File: src/rtl/posit_pkg.sv
`default_nettype none
// +----------------------------------------------------------------------------+
// | Module      : posit_pkg                                                     |
// | Description : Shared posit widths, special-value constants, flag struct    |
// |               and classification helpers for the posit multiply issue path. |
// | Revision    : 1.0 - initial release                                         |
// +----------------------------------------------------------------------------+
package posit_pkg;

    localparam int POSIT_N  = 32;
    localparam int POSIT_ES = 4;

    // NaR is the sign bit alone; zero is all bits clear.
    localparam logic [POSIT_N-1:0] NAR  = {1'b1, {(POSIT_N-1){1'b0}}};
    localparam logic [POSIT_N-1:0] ZERO = '0;

    typedef struct packed {
        logic nar;
        logic zero;
    } posit_flags_t;

    function automatic logic is_nar(input logic [POSIT_N-1:0] v);
        return v == NAR;
    endfunction

    function automatic logic is_zero(input logic [POSIT_N-1:0] v);
        return v == ZERO;
    endfunction

endpackage : posit_pkg
`default_nettype wire

File: src/rtl/posit_operand_fifo.sv
`default_nettype none
// +----------------------------------------------------------------------------+
// | Module      : posit_operand_fifo                                            |
// | Description : Show-ahead operand-pair FIFO with occupancy count and         |
// |               synchronous flush. Head entry is visible without a pop.       |
// | Revision    : 1.0 - initial release                                         |
// +----------------------------------------------------------------------------+
module posit_operand_fifo #(
    parameter int W     = 64,
    parameter int DEPTH = 4
) (
    input  logic                       clk,
    input  logic                       n_rst,
    input  logic                       flush,
    input  logic                       push,
    input  logic                       pop,
    input  logic [W-1:0]               wdata,
    output logic [W-1:0]               rdata,
    output logic [$clog2(DEPTH):0]     count,
    output logic                       full,
    output logic                       empty
);
    localparam int AW = $clog2(DEPTH);
    localparam int CW = AW + 1;

    logic [W-1:0]  r_mem [DEPTH];
    logic [AW-1:0] r_wr_ptr;
    logic [AW-1:0] r_rd_ptr;
    logic [CW-1:0] r_count;
    logic          w_wr;
    logic          w_rd;

    // Count (not pointer comparison) distinguishes full from empty.
    assign full  = (r_count == CW'(DEPTH));
    assign empty = (r_count == '0);
    assign w_wr  = push & ~full;
    assign w_rd  = pop & ~empty;
    assign rdata = r_mem[r_rd_ptr];
    assign count = r_count;

    // Storage array; no reset needed since count gates visibility.
    always_ff @(posedge clk) begin
        if (!flush && w_wr) begin
            r_mem[r_wr_ptr] <= wdata;
        end
    end

    // Pointers wrap naturally at DEPTH (power of two); flush beats push/pop.
    always_ff @(posedge clk or negedge n_rst) begin
        if (!n_rst) begin
            r_wr_ptr <= '0;
            r_rd_ptr <= '0;
            r_count  <= '0;
        end else if (flush) begin
            r_wr_ptr <= '0;
            r_rd_ptr <= '0;
            r_count  <= '0;
        end else begin
            if (w_wr) r_wr_ptr <= r_wr_ptr + AW'(1);
            if (w_rd) r_rd_ptr <= r_rd_ptr + AW'(1);
            if (w_wr && !w_rd)      r_count <= r_count + CW'(1);
            else if (!w_wr && w_rd) r_count <= r_count - CW'(1);
        end
    end

endmodule : posit_operand_fifo
`default_nettype wire

File: src/rtl/posit_mul_issue.sv
`default_nettype none
// +----------------------------------------------------------------------------+
// | Module      : posit_mul_issue                                               |
// | Description : Issue stage around an external combinational posit           |
// |               multiplier: operand FIFO, head drive, registered product     |
// |               with {nar, zero} flags and valid/ready handshakes.           |
// |               Optional macro POSIT_SPECIAL_BYPASS_EN forces NaR/zero       |
// |               products from operand classification, ignoring mul_out.     |
// | Revision    : 1.0 - initial release                                         |
// +----------------------------------------------------------------------------+
module posit_mul_issue
    import posit_pkg::*;
#(
    parameter int N     = POSIT_N,
    parameter int ES    = POSIT_ES,
    parameter int DEPTH = 4
) (
    input  logic                    clk,
    input  logic                    n_rst,
    input  logic                    flush,
    input  logic                    in_valid,
    output logic                    in_ready,
    input  logic [N-1:0]            in_a,
    input  logic [N-1:0]            in_b,
    output logic [N-1:0]            mul_in1,
    output logic [N-1:0]            mul_in2,
    input  logic [N-1:0]            mul_out,
    output logic                    res_valid,
    input  logic                    res_ready,
    output logic [N-1:0]            res_data,
    output logic [1:0]              res_flags,
    output logic [$clog2(DEPTH):0]  count
);
    localparam logic [N-1:0] C_NAR  = {1'b1, {(N-1){1'b0}}};
    localparam logic [N-1:0] C_ZERO = '0;

    // Elaboration guards on configuration legality.
    if (ES >= N - 1) begin : g_es_check
        $error("posit_mul_issue: ES must be smaller than N-1");
    end
    if ((DEPTH < 2) || ((DEPTH & (DEPTH - 1)) != 0)) begin : g_depth_check
        $error("posit_mul_issue: DEPTH must be a power of two >= 2");
    end

    logic [2*N-1:0] w_head;
    logic           w_full;
    logic           w_empty;
    logic           w_push;
    logic           w_pop;
    logic [N-1:0]   w_product;
    logic           r_res_valid;
    logic [N-1:0]   r_res_data;
    posit_flags_t   r_res_flags;

    assign in_ready = ~w_full;
    assign w_push   = in_valid & in_ready;
    assign w_pop    = ~w_empty & (~r_res_valid | res_ready);

    posit_operand_fifo #(
        .W     (2*N),
        .DEPTH (DEPTH)
    ) u_fifo (
        .clk   (clk),
        .n_rst (n_rst),
        .flush (flush),
        .push  (w_push),
        .pop   (w_pop),
        .wdata ({in_a, in_b}),
        .rdata (w_head),
        .count (count),
        .full  (w_full),
        .empty (w_empty)
    );

    // Idle multiplier inputs are held at zero to keep its logic quiet.
    assign mul_in1 = w_empty ? '0 : w_head[2*N-1:N];
    assign mul_in2 = w_empty ? '0 : w_head[N-1:0];

`ifdef POSIT_SPECIAL_BYPASS_EN
    // Special operands decide the product here; multiplier output ignored.
    always_comb begin
        w_product = mul_out;
        if (mul_in1 == C_NAR || mul_in2 == C_NAR) begin
            w_product = C_NAR;
        end else if (mul_in1 == C_ZERO || mul_in2 == C_ZERO) begin
            w_product = C_ZERO;
        end
    end
`else
    assign w_product = mul_out;
`endif

    // Result register: load on pop, drop valid when consumed without refill.
    always_ff @(posedge clk or negedge n_rst) begin
        if (!n_rst) begin
            r_res_valid <= 1'b0;
            r_res_data  <= '0;
            r_res_flags <= '0;
        end else if (flush) begin
            r_res_valid <= 1'b0;
            r_res_data  <= '0;
            r_res_flags <= '0;
        end else if (w_pop) begin
            r_res_valid      <= 1'b1;
            r_res_data       <= w_product;
            r_res_flags.nar  <= (w_product == C_NAR);
            r_res_flags.zero <= (w_product == C_ZERO);
        end else if (res_ready) begin
            r_res_valid <= 1'b0;
        end
    end

    assign res_valid = r_res_valid;
    assign res_data  = r_res_data;
    assign res_flags = r_res_flags;

endmodule : posit_mul_issue
`default_nettype wire

File: config.mk
export PLATFORM = sky130hd
export DESIGN_NAME = posit_mul_issue
export DESIGN_NICKNAME = d
export VERILOG_FILES = /design/src/rtl/posit_pkg.sv /design/src/rtl/posit_operand_fifo.sv /design/src/rtl/posit_mul_issue.sv
export SDC_FILE = /design/constraint.sdc
export NUM_CORES = 1
export LEC_CHECK = 0
export BUFFER_PORTS_ARGS = -buffer_cell sky130_fd_sc_hd__buf_4
export CAP_MARGIN = 15
export CELL_PAD_IN_SITES_DETAIL_PLACEMENT = 1
export CELL_PAD_IN_SITES_GLOBAL_PLACEMENT = 1
export CORE_UTILIZATION = 40
export CTS_BUF_LIST = sky130_fd_sc_hd__clkbuf_4 sky130_fd_sc_hd__clkbuf_8 sky130_fd_sc_hd__clkbuf_16
export CTS_CLUSTER_DIAMETER = 60
export DETAILED_ROUTE_END_ITERATION = 16
export HOLD_SLACK_MARGIN = 0.08
export PLACE_DENSITY_LB_ADDON = 0.12
export SLEW_MARGIN = 15
export SYNTH_ARGS = -nofsm -noshare
export SYNTH_HDL_FRONTEND = slang
export SYNTH_HIERARCHICAL = 1
export SYNTH_SLANG_ARGS = --single-unit
File: constraint.sdc
create_clock -name clk -period 7.1 [get_ports clk]
set_input_delay 0.355 -clock clk [delete_from_list [all_inputs] [get_ports clk]]
set_output_delay 0.355 -clock clk [all_outputs]
set_load 0.05 [all_outputs]
## Word-level counts from Yosys, hierarchy flattened

Memory sizes are Yosys's and may differ from the RTL's.
Cells that the tools add are included.

| storage, ports and cells | value |
|---|---|
| register bits | 42 |
| memory bits (writable) | 256 |
| bits of input ports | 101 |
| output and inout port bits | 103 |
| logic and storage cells | 53 |
| memories | 1 |

Memory list:

| memory | depth | bits a word | rd ports | clocked after memory_dff | wr ports | line | source |
|---|---|---|---|---|---|---|---|
| u_fifo.r_mem | 4 | 64 | 1 | 0 | 1 | posit_operand_fifo.sv:26 | `logic [W-1:0] r_mem [DEPTH];` |

| operators by class | value |
|---|---|
| add/sub/neg operators | 4 |
| eq/ne operators | 2 |
| muxes and demuxes | 18 |
| bitwise gates (word level) | 8 |
| reduce and logical (&&, ||, !) cells | 13 |

Operators by type and width:

| operator | number |
|---|---|
| $mux W32 | 4 |
| $eq A32 B32 Y1 const B | 1 |
| $logic_not A32 Y1 | 1 |
| $mux W2 | 6 |
| $mux W3 | 3 |
| $reduce_bool A2 Y1 | 3 |
| $reduce_bool A3 Y1 | 2 |
| $mux W1 | 5 |
| $add A2 B1 Y2 const B | 2 |
| $and A1 B1 Y1 | 4 |
| $add A3 B1 Y3 const B | 1 |
| $eq A3 B3 Y1 const B | 1 |
| $logic_and A1 B1 Y1 | 3 |
| $logic_not A1 Y1 | 3 |
| $logic_not A3 Y1 | 1 |
| $not A1 Y1 | 3 |
| $sub A3 B1 Y3 const B | 1 |
| $or A1 B1 Y1 | 1 |

## Logic depth before layout (Yosys ltp)

Gate-level depths: netlist of run 1.

| logic depth | value |
|---|---|
| depth in word-level cells | 9 |
| gate-level depth with buffers | 13 |
| mapped depth without buffers | 9 |

## Cells and area by module

Netlist of run 1, hierarchy kept.

By module, submodules not included:

| module | instances | cells an instance | area an instance (sq um) | sequential area each (sq um) |
|---|---|---|---|---|
| posit_operand_fifo | 1 | 395 | 9,786.9 | 7,862.5 |
| posit_mul_issue | 1 | 235 | 1,898.1 | 875.8 |

## Worst setup path before layout of run 1

OpenSTA, ideal clock, no wires.

| timing | value |
|---|---|
| path type | register -> register |
| start | reg u_fifo.r_count[2] (netlist: u_fifo/count[2]) |
| end | mem u_fifo.r_mem[0][0] (enable) |
| library setup time | 0.429 ns |
| arrival time | 3.321 ns |
| data required time | 6.671 ns |
| path slack | 3.350 ns |
| stages on the path, launching flop included | 8 |
| buffers on the path | 1 |
| period minus slack after synthesis | 3.750 ns |
| path through | dfrtp_1 -> buf_4 -> or3b_1 -> inv_2 -> nor2b_1 -> inv_2 -> nor3_1 -> and2_1 |

| on the way | value |
|---|---|
| longest elaborated chain between the ends | 7 |

RTL lines:

| what | line | source |
|---|---|---|
| start: declaration | posit_operand_fifo.sv:29 | `logic [CW-1:0] r_count;` |
| start signal: assignment | posit_operand_fifo.sv:61 | `if (w_wr && !w_rd) r_count <= r_count + CW'(1);` |
| start signal: assignment | posit_operand_fifo.sv:62 | `else if (!w_wr && w_rd) r_count <= r_count - CW'(1);` |
| $eq A3 B3 Y1 | posit_operand_fifo.sv:34 | `assign full = (r_count == CW'(DEPTH));` |
| via w_full | posit_mul_issue.sv:46 | `logic w_full;` |
| $not A1 Y1 | posit_mul_issue.sv:55 | `assign in_ready = ~w_full;` |
| $and A1 B1 Y1 | posit_mul_issue.sv:56 | `assign w_push = in_valid & in_ready;` |
| via w_push | posit_mul_issue.sv:48 | `logic w_push;` |
| $and A1 B1 Y1 | posit_operand_fifo.sv:36 | `assign w_wr = push & ~full;` |
| $logic_and A1 B1 Y1 | posit_operand_fifo.sv:43 | `if (!flush && w_wr) begin` |
| $mux W1 | posit_operand_fifo.sv:43 |  |
| $mux W1 (implied by the code) | posit_operand_fifo.sv:44 | `r_mem[r_wr_ptr] <= wdata;` |
| end: declaration | posit_operand_fifo.sv:26 |  |

The timed path passes the listed nets, and every way through them passes these cells.

## Final worst setup path of run 1

| timing | value |
|---|---|
| start | reg u_fifo.r_rd_ptr[0] |
| end | out mul_in2[4] |

| on the way | value |
|---|---|
| longest elaborated chain between the ends | 2 |

RTL lines:

| what | line | source |
|---|---|---|
| start: declaration | posit_operand_fifo.sv:28 | `logic [AW-1:0] r_rd_ptr;` |
| start signal: assignment | posit_operand_fifo.sv:60 | `if (w_rd) r_rd_ptr <= r_rd_ptr + AW'(1);` |
| $mem_v2 Z4 W64 | - |  |
| via w_head[4] | posit_mul_issue.sv:45 | `logic [2*N-1:0] w_head;` |
| $mux W32 | posit_mul_issue.sv:77 | `assign mul_in2 = w_empty ? '0 : w_head[N-1:0];` |
| end: declaration | posit_mul_issue.sv:26 | `output logic [N-1:0] mul_in2,` |

The timed path passes the listed nets, and every way through them passes these cells.

==> flow_summary_export.csv, run 1 <==
group,metric,value,unit
sta,rsz0062_at_grt,"false",
sta,period_share,49.1,%
critical_path,cp-end-kind,"primary output",
critical_path,slowest_stage,"buf_4",
clock_network,htree_levels,1,
outcome,outcome,"finished, final reports clean",
clock_network,cts_sinks,298,
final_layout,final_nets,1036,
clock_network,numCtsBuffers,31,
sta,maxSlewViolCount,0,
synthesis,synth_top_area_share,65.8,%
place,gp_congestion,0.814,
critical_path,worstSetupPathType,"reg2out",
synthesis,yosys.area.top_type,"edfxtp_1",
synthesis,ys_seq_area_share,74.8,%
critical_path,cp-start-kind,"flip-flop",
die,coreArea,28700,um^2
sta,relSlewSlack,27.9,%
job,drv_cap,0,
synthesis,synth_edf_count,256,
place,dp.cells,1184,
die,io_pins,204,
global_route,overflow,0,
synthesis,netlist_area,11700,um^2
synthesis,synth-seq-cells,298,
drt,routed_via_density,4.98,
clock_network,cts_tree,"yes",
synthesis,synthCells,630,
pwr,combPwrFrac,35.4,%
die,die_w,173,um
drt,drt_first_pass_iters,4,
global_route,grt_pass1_wl,41.8,mm
clock_network,clk_latency,0.55,ns
synthesis,avgSynthCellArea,18.5,um^2
clock_network,post_cts_buffers,0,
clock_network,cts_resized,0,
critical_path,critPathArrivalTime,3.13,ns
sta,max_freq,0.287,GHz
final_layout,drive_gt1_share,35.2,%
drt,wl,26.6,mm
synthesis,synthFlopType,"edfxtp_1",
drt,dr_total_vias,6671,
pwr,vdd_drop_max,0.305,mV
place,post-dp-hpwl,15.0,mm
sta,tns,0,ns
pwr,cell_internal_pwr,3.82,mW
global_route,antenna_found_initial,1,
critical_path,crit_chain,"buf_4, mux4_2, nor2b_1, buf_4",
global_route,grt_pass1_vias,7442,
clock_network,clock_tree.root_cell,"clkbuf_16",
clock_network,hold_buffers,97,
global_route,grt_max_degree,66,
die,dieArea,29900,um^2
place,io_buffers,203,
synthesis,async_flop_share,14.1,%
synthesis,synth_cell_type_count,39,
min_path,whs_path_depth,3,
critical_path,path_max_fanout,42,
synthesis,synth.area.top_cells,"edfxtp_1 66%, mux4_2 12%, dfrtp_1 9.0%",
die,die_y,173,um
pwr,swShare,36.6,%
drt,avgRoutedWirePerCell,19.9,um
pwr,p_leak,5.64,nW
sta,finalCriticalPeriod,3.49,ns
sta,worst_slew_pin_slew,1.08,ns
pwr,seqPwrFrac,36.5,%
drt,drc,0,
synthesis,synth_nets,736,
final_layout,area_growth,33.4,%
sta,setup_viol,0,
clock_network,clkTransAtPathRegs,0.06,ns
critical_path,crit_start,"u_fifo/r_rd_ptr[0]$_DFFE_PN0P_",
critical_path,reg2reg_depth,6,
critical_path,crit_required,6.74,ns
drt,drt_iter0_markers,375,
critical_path,rr_startpoint,"u_fifo/count[2]$_DFFE_PN0P_",
sta,final_hold_viol_count,0,
min_path,hp-class,"in2reg",
min_path,hold_start,"res_ready",
die,start_util,40.7,%
die,fp-row-count,62,
pwr,clock_power_share,28.1,%
final_layout,final-instance-count-excl-fill,1339,
global_route,grt_usage,18.0,%
sta,finClkSkew,0.0196,ns
drt,ant_nets,0,
critical_path,crit_top_cell,"buf_4",
pwr,switchingPower,2.21,mW
pwr,power-per-cell-area,387,nW/um^2
clock_network,clk_path_buf_depth,3,
synthesis,yosysWarnings,6,
critical_path,max_stage_delay,0.77,ns
## cells in the final DEF (no fill, tap or decap), types with 2 or more instances in the layout
cell type / n
dfrtp_4: 2
and2_4: 4
inv_1: 6
nand2b_1: 2
nor4_1: 5
nor2b_1: 65
xor2_1: 2
edfxtp_1: 256
inv_2: 3
buf_4: 206
a32o_1: 2
nand3b_1: 2
clkinv_1: 4
nor3_1: 2
nand3_1: 2
dfrtp_1: 40
clkinv_2: 6
nand2_1: 65
o21ai_1: 2
clkinv_4: 2
mux4_2: 64
a21oi_1: 35
nor4_2: 2
ha_1: 4
nor2_1: 11
dlygate4sd3_1: 97
clkbuf_16: 31
mux2i_1: 2
bufinv_16: 6
mux2_1: 2
clkbuf_4: 6
## cell families (layout without fill, tap and decap cells)
logic type	Yosys count	in the layout	synth area share (%)
other	0	1	0
adder cells (fa/ha/maj)	5	5	0.600
AO/OA/AOI/OAI	46	46	2.33
XOR/XNOR	2	2	0.150
buffers and inverters	45	369	2.03
multiplexers	68	68	12.7
flip-flops	298	298	74.8
AND/OR/NAND/NOR	166	166	7.40
## routing by layer
layer	track usage [%]	up-vias	routed length [um]
met5	0	-	0
met4	4.98	0	555
met3	3.58	46	1450
met2	31.1	183	13300
met1	23.3	3413	11300
li1	-	3029	-
## cells in the mapped netlist, types with 3 or more instances
library cell	count
dfrtp_1	42
nor2_1	11
ha_1	4
inv_1	6
nor2b_1	65
buf_6	6
nand2_1	65
and2_1	4
edfxtp_1	256
a21oi_1	35
nor4_1	5
mux4_2	64
inv_2	3
clkbuf_1	15
buf_2	13
nor3_1	3
## worst paths after layout
check	end	slack (ns)
hold reg to reg	res_flags[0]$_DFFE_PN0P_	0.51
max in group asynchronous	u_fifo/r_rd_ptr[1]$_DFFE_PN0P_	6.31
hold / removal	res_valid$_DFFE_PN0P_	0.12
setup reg to reg	u_fifo/r_mem[3][8]$_DFFE_PP_	3.86
setup / recovery	mul_in2[4]	3.61
min in group asynchronous	res_data[3]$_DFFE_PN0P_	0.34
## area by class of cell
class / instances / area, um^2
Tap cell: 384 / 480
Antenna cell: 1 / 2.50
Fill cell: 2690 / 13100
Clock inverter: 20 / 259
Multi-Input combinational cell: 287 / 2720
Sequential cell: 298 / 8750
Inverter: 9 / 33.8
Timing Repair Buffer: 303 / 2520
Clock buffer: 37 / 821
## worst max-delay path: cells and delay by family (launching register included)
family / cells / cell delay (ns)
simple gates: 1 / 0.16
buf+inv: 2 / 1.00
flops: 1 / 0.76
mux: 1 / 0.63
## power by group through the flow
stage | sequential [mW] | combinational, mW | clock (mW)
after global placement | 2.23 | 2.09 | 0
after detailed placement | 2.24 | 2.11 | 0
final | 2.20 | 2.13 | 1.69
after CTS | 2.21 | 2.16 | 1.74
after global routing | 2.23 | 2.26 | 1.79
after floorplan | 2.40 | 1.30 | 0
## sequential cells by signal (all words and copies together) (netlist names)
| name | flops |
|---|---|
| res_valid | 1 |
| u_fifo/r_rd_ptr | 2 |
| u_fifo/r_wr_ptr | 2 |
| res_flags | 2 |
| u_fifo/r_mem | 256 |
| u_fifo/count | 3 |
| res_data | 32 |
## metrics by stage
step | total power [mW] | cell area, um^2 | utilization, % | worst slack (ns) | hold slack [ns]
after floorplan | 3.70 | 11700 | - | 3.35 | 0.0594
after global routing | 6.28 | 15600 | 54.3 | 3.32 | 0.134
after CTS | 6.11 | 15600 | 54.3 | 3.47 | 0.0998
after global placement | 4.31 | 13500 | 47.1 | 4.06 | 0.374
after detailed placement | 4.35 | 13500 | 47.1 | 3.90 | 0.390
final | 6.03 | 15600 | 54.3 | 3.61 | 0.122
(Power assumes the default switching activity.)
==> inputs of run 2 (changes only) <==
Clock period 7.1 ns to 2.8 ns, I/O delays scaled along.
==> run 2 against run 1 <==
Compared with the run above: design area increased by 1.9%; highest routed layer unchanged; critical path depth unchanged; global-route usage increased by 0.80 points; power increased to 2.6 times the previous value; register-to-register slack got worse by 3.7 ns; clock-buffer cell count increased by 3; die area unchanged; setup slack got worse by 3.4 ns; routed wire length increased by 3.2%.
==> flow_summary_export.csv, run 2 (synthesized netlist as in run 1, its figures left out) <==
group,metric,value,unit
outcome,outcome,"finished, final reports clean",
critical_path,path_max_fanout,33,
pwr,power-per-cell-area,980,nW/um^2
final_layout,largest_reg_flops,256,
die,start_util,40.7,%
place,gp_congestion,0.810,
clock_network,post_cts_buffers,0,
die,io_pins,204,
final_layout,final_cell_mix,"256 x edfxtp_1, 209 x buf_4, 98 x dlygate4sd3_1",
final_layout,seq_area,8750,um^2
sta,finClkSkew,0.0219,ns
drt,dr_total_vias,6766,
critical_path,rrSetupSlack,0.20,ns
sta,rsz0062_at_grt,"false",
job,drv_cap,0,
drt,ant_nets,0,
final_layout,final_core_util,55.3,%
min_path,whs_path_depth,2,
drt,drc,0,
drt,drt_iter0_markers,347,
final_layout,layout_commonest_cell,"edfxtp_1",
clock_network,clk_latency,0.50,ns
clock_network,clkTransAtPathRegs,0.06,ns
final_layout,drive_gt1_share,36.5,%
critical_path,cp-start-kind,"flip-flop",
drt,avgRoutedWirePerCell,20.2,um
clock_network,cts_tree,"yes",
sta,period_share,93.3,%
drt,wl,27.5,mm
critical_path,worstSetupPathType,"reg2out",
sta,tns,0,ns
final_layout,largest-register,"u_fifo/r_mem",
final_layout,fillers,2670,
clock_network,htree_levels,2,
place,post-dp-hpwl,16.6,mm
place,dp.cells,1197,
critical_path,max_stage_delay,0.63,ns
die,coreArea,28700,um^2
final_layout,final_nets,1054,
clock_network,clk_path_buf_depth,3,
min_path,hp-class,"in2reg",
critical_path,reg2reg_depth,9,
global_route,grt_max_degree,66,
clock_network,numCtsBuffers,35,
global_route,grt_pass1_wl,43.3,mm
place,io_buffers,203,
clock_network,cts_sinks,298,
sta,final_hold_viol_count,0,
sta,max_freq,0.383,GHz
die,die_w,173,um
die,fp-row-count,62,
clock_network,clock_tree.root_cell,"clkbuf_16",
sta,finalCriticalPeriod,2.61,ns
pwr,total_power,15.6,mW
die,dieArea,29900,um^2
drt,drt_first_pass_iters,5,
sta,relSlewSlack,44.8,%
sta,worst_slew_pin_slew,0.828,ns
sta,setup_viol,0,
critical_path,crit_chain,"buf_12, mux4_2, nor2b_1, buf_4",
global_route,antenna_found_initial,2,
global_route,grt_pass1_vias,7596,
pwr,vdd_drop_max,0.596,mV
drt,routed_via_density,4.98,
critical_path,crit_required,2.66,ns
final_layout,area_growth,36.0,%
die,die_y,173,um
critical_path,cp-end-kind,"primary output",
global_route,grt_usage,18.8,%
critical_path,slowest_stage,"dfrtp_4",
final_layout,final-instance-count-excl-fill,1359,
pwr,p_leak,5.76,nW
sta,maxSlewViolCount,0,
critical_path,critPathArrivalTime,2.47,ns
global_route,overflow,0,
final_layout,multi_input_area,2730,um^2
## run 2: cell types whose count changed in the layout (fill, tap and decap cells not counted), moves of 3 or more
cell        previous run  this run
buf_12                 0        10
dfrtp_1               40        37
dfrtp_2                0         3
clkinvlp_4             1         5
clkinv_1               4         7
clkbuf_16             31        35
buf_4                206       209
## run 2: through the flow
step	worst slack [ns]	cell area [um^2]	hold WS [ns]
final	0.187	15900	0.104
after global routing	0.0311	15900	0.112
after CTS	0.100	15900	0.0854
after detailed placement	0.133	13800	0.170
after global placement	0.297	13800	0.157
after floorplan	-0.139	11700	-0.156
## run 2: what timing repair did
| action | in CTS | in global routing |
|---|---|---|
| endpoints found under the hold margin | 333 | 0 |
| hold buffers | 98 | 0 |
| endpoints found under the setup margin | 0 | 180 |
| gates resized for setup | 0 | 1 |
## run 2: worst max-delay path: cells and delay by family, from the launching register on
kind	cells	cell delay [ns]
flip-flops	1	0.63
buffers and inverters	2	0.58
multiplexers	1	0.55
AND/OR/NAND/NOR	1	0.18
## run 2: worst paths after layout
check                                               start                             end
hold reg to reg                  res_flags[1]$_DFFE_PN0P_        res_flags[1]$_DFFE_PN0P_
min in group asynchronous                           n_rst        res_data[29]$_DFFE_PN0P_
setup reg to reg              u_fifo/count[1]$_DFFE_PN0P_     u_fifo/count[2]$_DFFE_PN0P_
setup / recovery           u_fifo/r_rd_ptr[0]$_DFFE_PN0P_                      mul_in2[2]
max in group asynchronous                           n_rst  u_fifo/r_rd_ptr[0]$_DFFE_PN0P_
hold / removal                                      flush  u_fifo/r_rd_ptr[0]$_DFFE_PN0P_
## run 2: cell type report
class,instances,area share (%)
Inverter,9,0.213
Tap cell,384,3.02
Timing Repair Buffer,317,17.3
Clock buffer,40,5.79
Clock inverter,22,1.39
Antenna cell,2,0.0315
Multi-Input combinational cell,287,17.2
Sequential cell,298,55.1
## run 2: where the power goes
| group | total, mW | internal, mW | leakage [nW] | switching, mW |
|---|---|---|---|---|
| clock network | 4.45 | 2.73 | 0.550 | 1.71 |
| logic | 5.60 | 1.84 | 2.33 | 3.75 |
| registers | 5.52 | 5.28 | 2.88 | 0.237 |
| total | 15.6 | 9.86 | 5.76 | 5.70 |
## run 2: routing by layer
layer | wire length [um] | GRT usage [%] | vias to the layer above
met3 | 1240 | 3.80 | 44
met2 | 14200 | 33.8 | 173
met1 | 11400 | 23.1 | 3480
li1 | - | - | 3069
met4 | 530 | 5.13 | 0
met5 | 0 | 0 | -
==> inputs of run 3 (changes only) <==
Settings changed: CORE_UTILIZATION 40 to 43.
==> run 3 against run 2 <==
Compared with the run above: setup slack got worse by 0.056 ns; routed wire length rose by 0.42%; combinational power barely moved; flip-flop and latch count did not move; core utilization rose by 4.8 points; sequential share of layout area rose by 0.12 points; non-clock buffer count rose by 6; die area fell by 6.9%; hold slack improved by 0.014 ns; power fell by 1.4%; via count rose by 0.59%; first-iteration DRC count rose by 30%; critical endpoint is now u_fifo/count[2]$_DFFE_PN0P_; highest routed layer unchanged.
==> flow_summary_export.csv, run 3 (synthesized netlist as in run 1, its figures left out) <==
group,metric,value,unit
outcome,outcome,"finished, final reports clean",
sta,maxSlewViolCount,0,
die,io_pins,204,
sta,setup_viol,0,
sta,tns,0,ns
pwr,power-per-cell-area,968,nW/um^2
place,gp_congestion,0.818,
final_layout,largest_reg_flops,256,
sta,relSlewSlack,48.1,%
drt,drt_iter0_markers,450,
critical_path,crit_required,3.24,ns
critical_path,max_stage_delay,0.48,ns
critical_path,rr_startpoint,"u_fifo/count[0]$_DFFE_PN0P_",
die,die_y,167,um
critical_path,slowest_stage,"dfrtp_2",
drt,dr_total_vias,6806,
clock_network,numCtsBuffers,35,
final_layout,largest-register,"u_fifo/r_mem",
critical_path,cp-start-kind,"flip-flop",
final_layout,final_core_util,60.1,%
drt,ant_nets,0,
die,start_util,44.3,%
clock_network,cts_tree,"yes",
critical_path,crit_start,"u_fifo/count[0]$_DFFE_PN0P_",
critical_path,rr_endpoint,"u_fifo/count[2]$_DFFE_PN0P_",
clock_network,cts_sinks,298,
clock_network,clk_path_buf_depth,3,
sta,finClkSkew,0.0191,ns
clock_network,clk_latency,0.51,ns
place,post-dp-hpwl,16.7,mm
clock_network,clock_tree.root_cell,"clkbuf_16",
critical_path,path_max_fanout,10,
global_route,grt_pass1_vias,7554,
global_route,overflow,0,
sta,final_hold_viol_count,0,
final_layout,drive_gt1_share,36.3,%
min_path,hold_start,"in_valid",
critical_path,critPathArrivalTime,3.11,ns
clock_network,htree_levels,2,
min_path,whs_path_depth,4,
drt,routed_via_density,5.17,
sta,period_share,95.3,%
drt,drc,0,
place,io_buffers,203,
final_layout,final_cell_mix,"256 x edfxtp_1, 209 x buf_4, 100 x dlygate4sd3_1",
global_route,antenna_found_initial,1,
die,coreArea,26400,um^2
sta,whs,0.119,ns
job,drv_cap,0,
clock_network,clkTransAtPathRegs,0.06,ns
global_route,grt_usage,19.9,%
die,fp-row-count,59,
drt,avgRoutedWirePerCell,21.0,um
critical_path,reg2reg_depth,9,
critical_path,cp-end-kind,"flip-flop",
sta,finalCriticalPeriod,2.67,ns
sta,max_freq,0.375,GHz
drt,drt_first_pass_iters,4,
global_route,grt_max_degree,66,
drt,wl,27.6,mm
critical_path,crit_family,"compound AO/OA/AOI/OAI gates",
min_path,holdPathEnd,"u_fifo/r_wr_ptr[1]$_DFFE_PN0P_",
critical_path,worstSetupPathType,"reg2reg",
final_layout,layout_commonest_cell,"edfxtp_1",
final_layout,final_area,15900,um^2
place,placed_cell_area,13800,um^2
sta,worst_slew_pin_slew,0.779,ns
pwr,p_leak,5.79,nW
die,die_w,167,um
critical_path,crit_chain,"or3b_1, inv_2, nor2b_2, inv_2, nor3_1, fa_1, a21bo_1, a311oi_1, o311a_1",
pwr,vdd_drop_max,0.570,mV
critical_path,path_buf_inv,2,
global_route,grt_pass1_wl,42.3,mm
min_path,hp-class,"in2reg",
critical_path,rrSetupSlack,0.13,ns
final_layout,area_growth,35.7,%
final_layout,final_nets,1060,
die,dieArea,27800,um^2
critical_path,crit_top_cell,"inv_2",
sta,rsz0062_at_grt,"false",
[run 3: cell count changes in the layout (fill, tap and decap cells not counted), moves of 2 or more]
cell and delta:
clkinvlp_4 -5, buf_12 +4, clkinv_1 +4, bufinv_16 -3, clkbuf_4 +3, inv_6 +3, dlygate4sd3_1 +2
[run 3: where the power goes]
group | switching (mW) | internal, mW
registers | 0.223 | 5.28
clock network | 1.72 | 2.48
logic | 3.77 | 1.86
[run 3: layout make-up]
cell class / instances / area, um^2
Fill cell: 2401 / 10500
Sequential cell: 298 / 8750
Timing Repair Buffer: 323 / 2850
Multi-Input combinational cell: 287 / 2730
Clock buffer: 42 / 928
Tap cell: 335 / 419
Clock inverter: 21 / 141
Inverter: 9 / 33.8
Antenna cell: 1 / 2.50
[run 3: per-stage QoR]
stage | power (mW) | setup WS [ns] | instances
2_1_floorplan | 9.40 | -0.139 | 630
3_3_place_gp | 11.0 | 0.319 | 1152
3_5_place_dp | 11.2 | 0.107 | 1152
4_1_cts | 15.5 | 0.0526 | 1315
5_1_grt | 15.9 | 0.0590 | 1316
6_report | 15.3 | 0.131 | 1316
[run 3: tightest hold or removal path: stages]
cell     delay [ns]
buf_4          0.11
nor2b_2        0.20
nand3_1        0.08
a21oi_1        0.06
[run 3: repair_timing]
item	CTS	global route
setup endpoints to repair	0	226
hold buffers	100	0
endpoints found under the hold margin	334	0
resized for setup	0	1
buffers inserted	0	0
[run 3: metal layers]
metal | global-route usage [%] | vias to the layer above | share of wire (%)
met5 | 0 | - | 0
met4 | 5.60 | 0 | 1.8
met3 | 3.73 | 38 | 4.4
met2 | 35.2 | 187 | 52
met1 | 25.1 | 3501 | 41
li1 | - | 3080 | -
[run 3: worst max-delay path by stage]
stage | to | cells after the start
2_1_floorplan | u_fifo/r_mem[0][0]$_DFFE_PP_ | 7
3_3_place_gp | u_fifo/count[2]$_DFFE_PN0P_ | 9
3_5_place_dp | u_fifo/r_mem[3][19]$_DFFE_PP_ | 7
4_1_cts | u_fifo/r_mem[3][51]$_DFFE_PP_ | 7
5_1_grt | u_fifo/r_mem[3][4]$_DFFE_PP_ | 7
6_report | u_fifo/count[2]$_DFFE_PN0P_ | 9
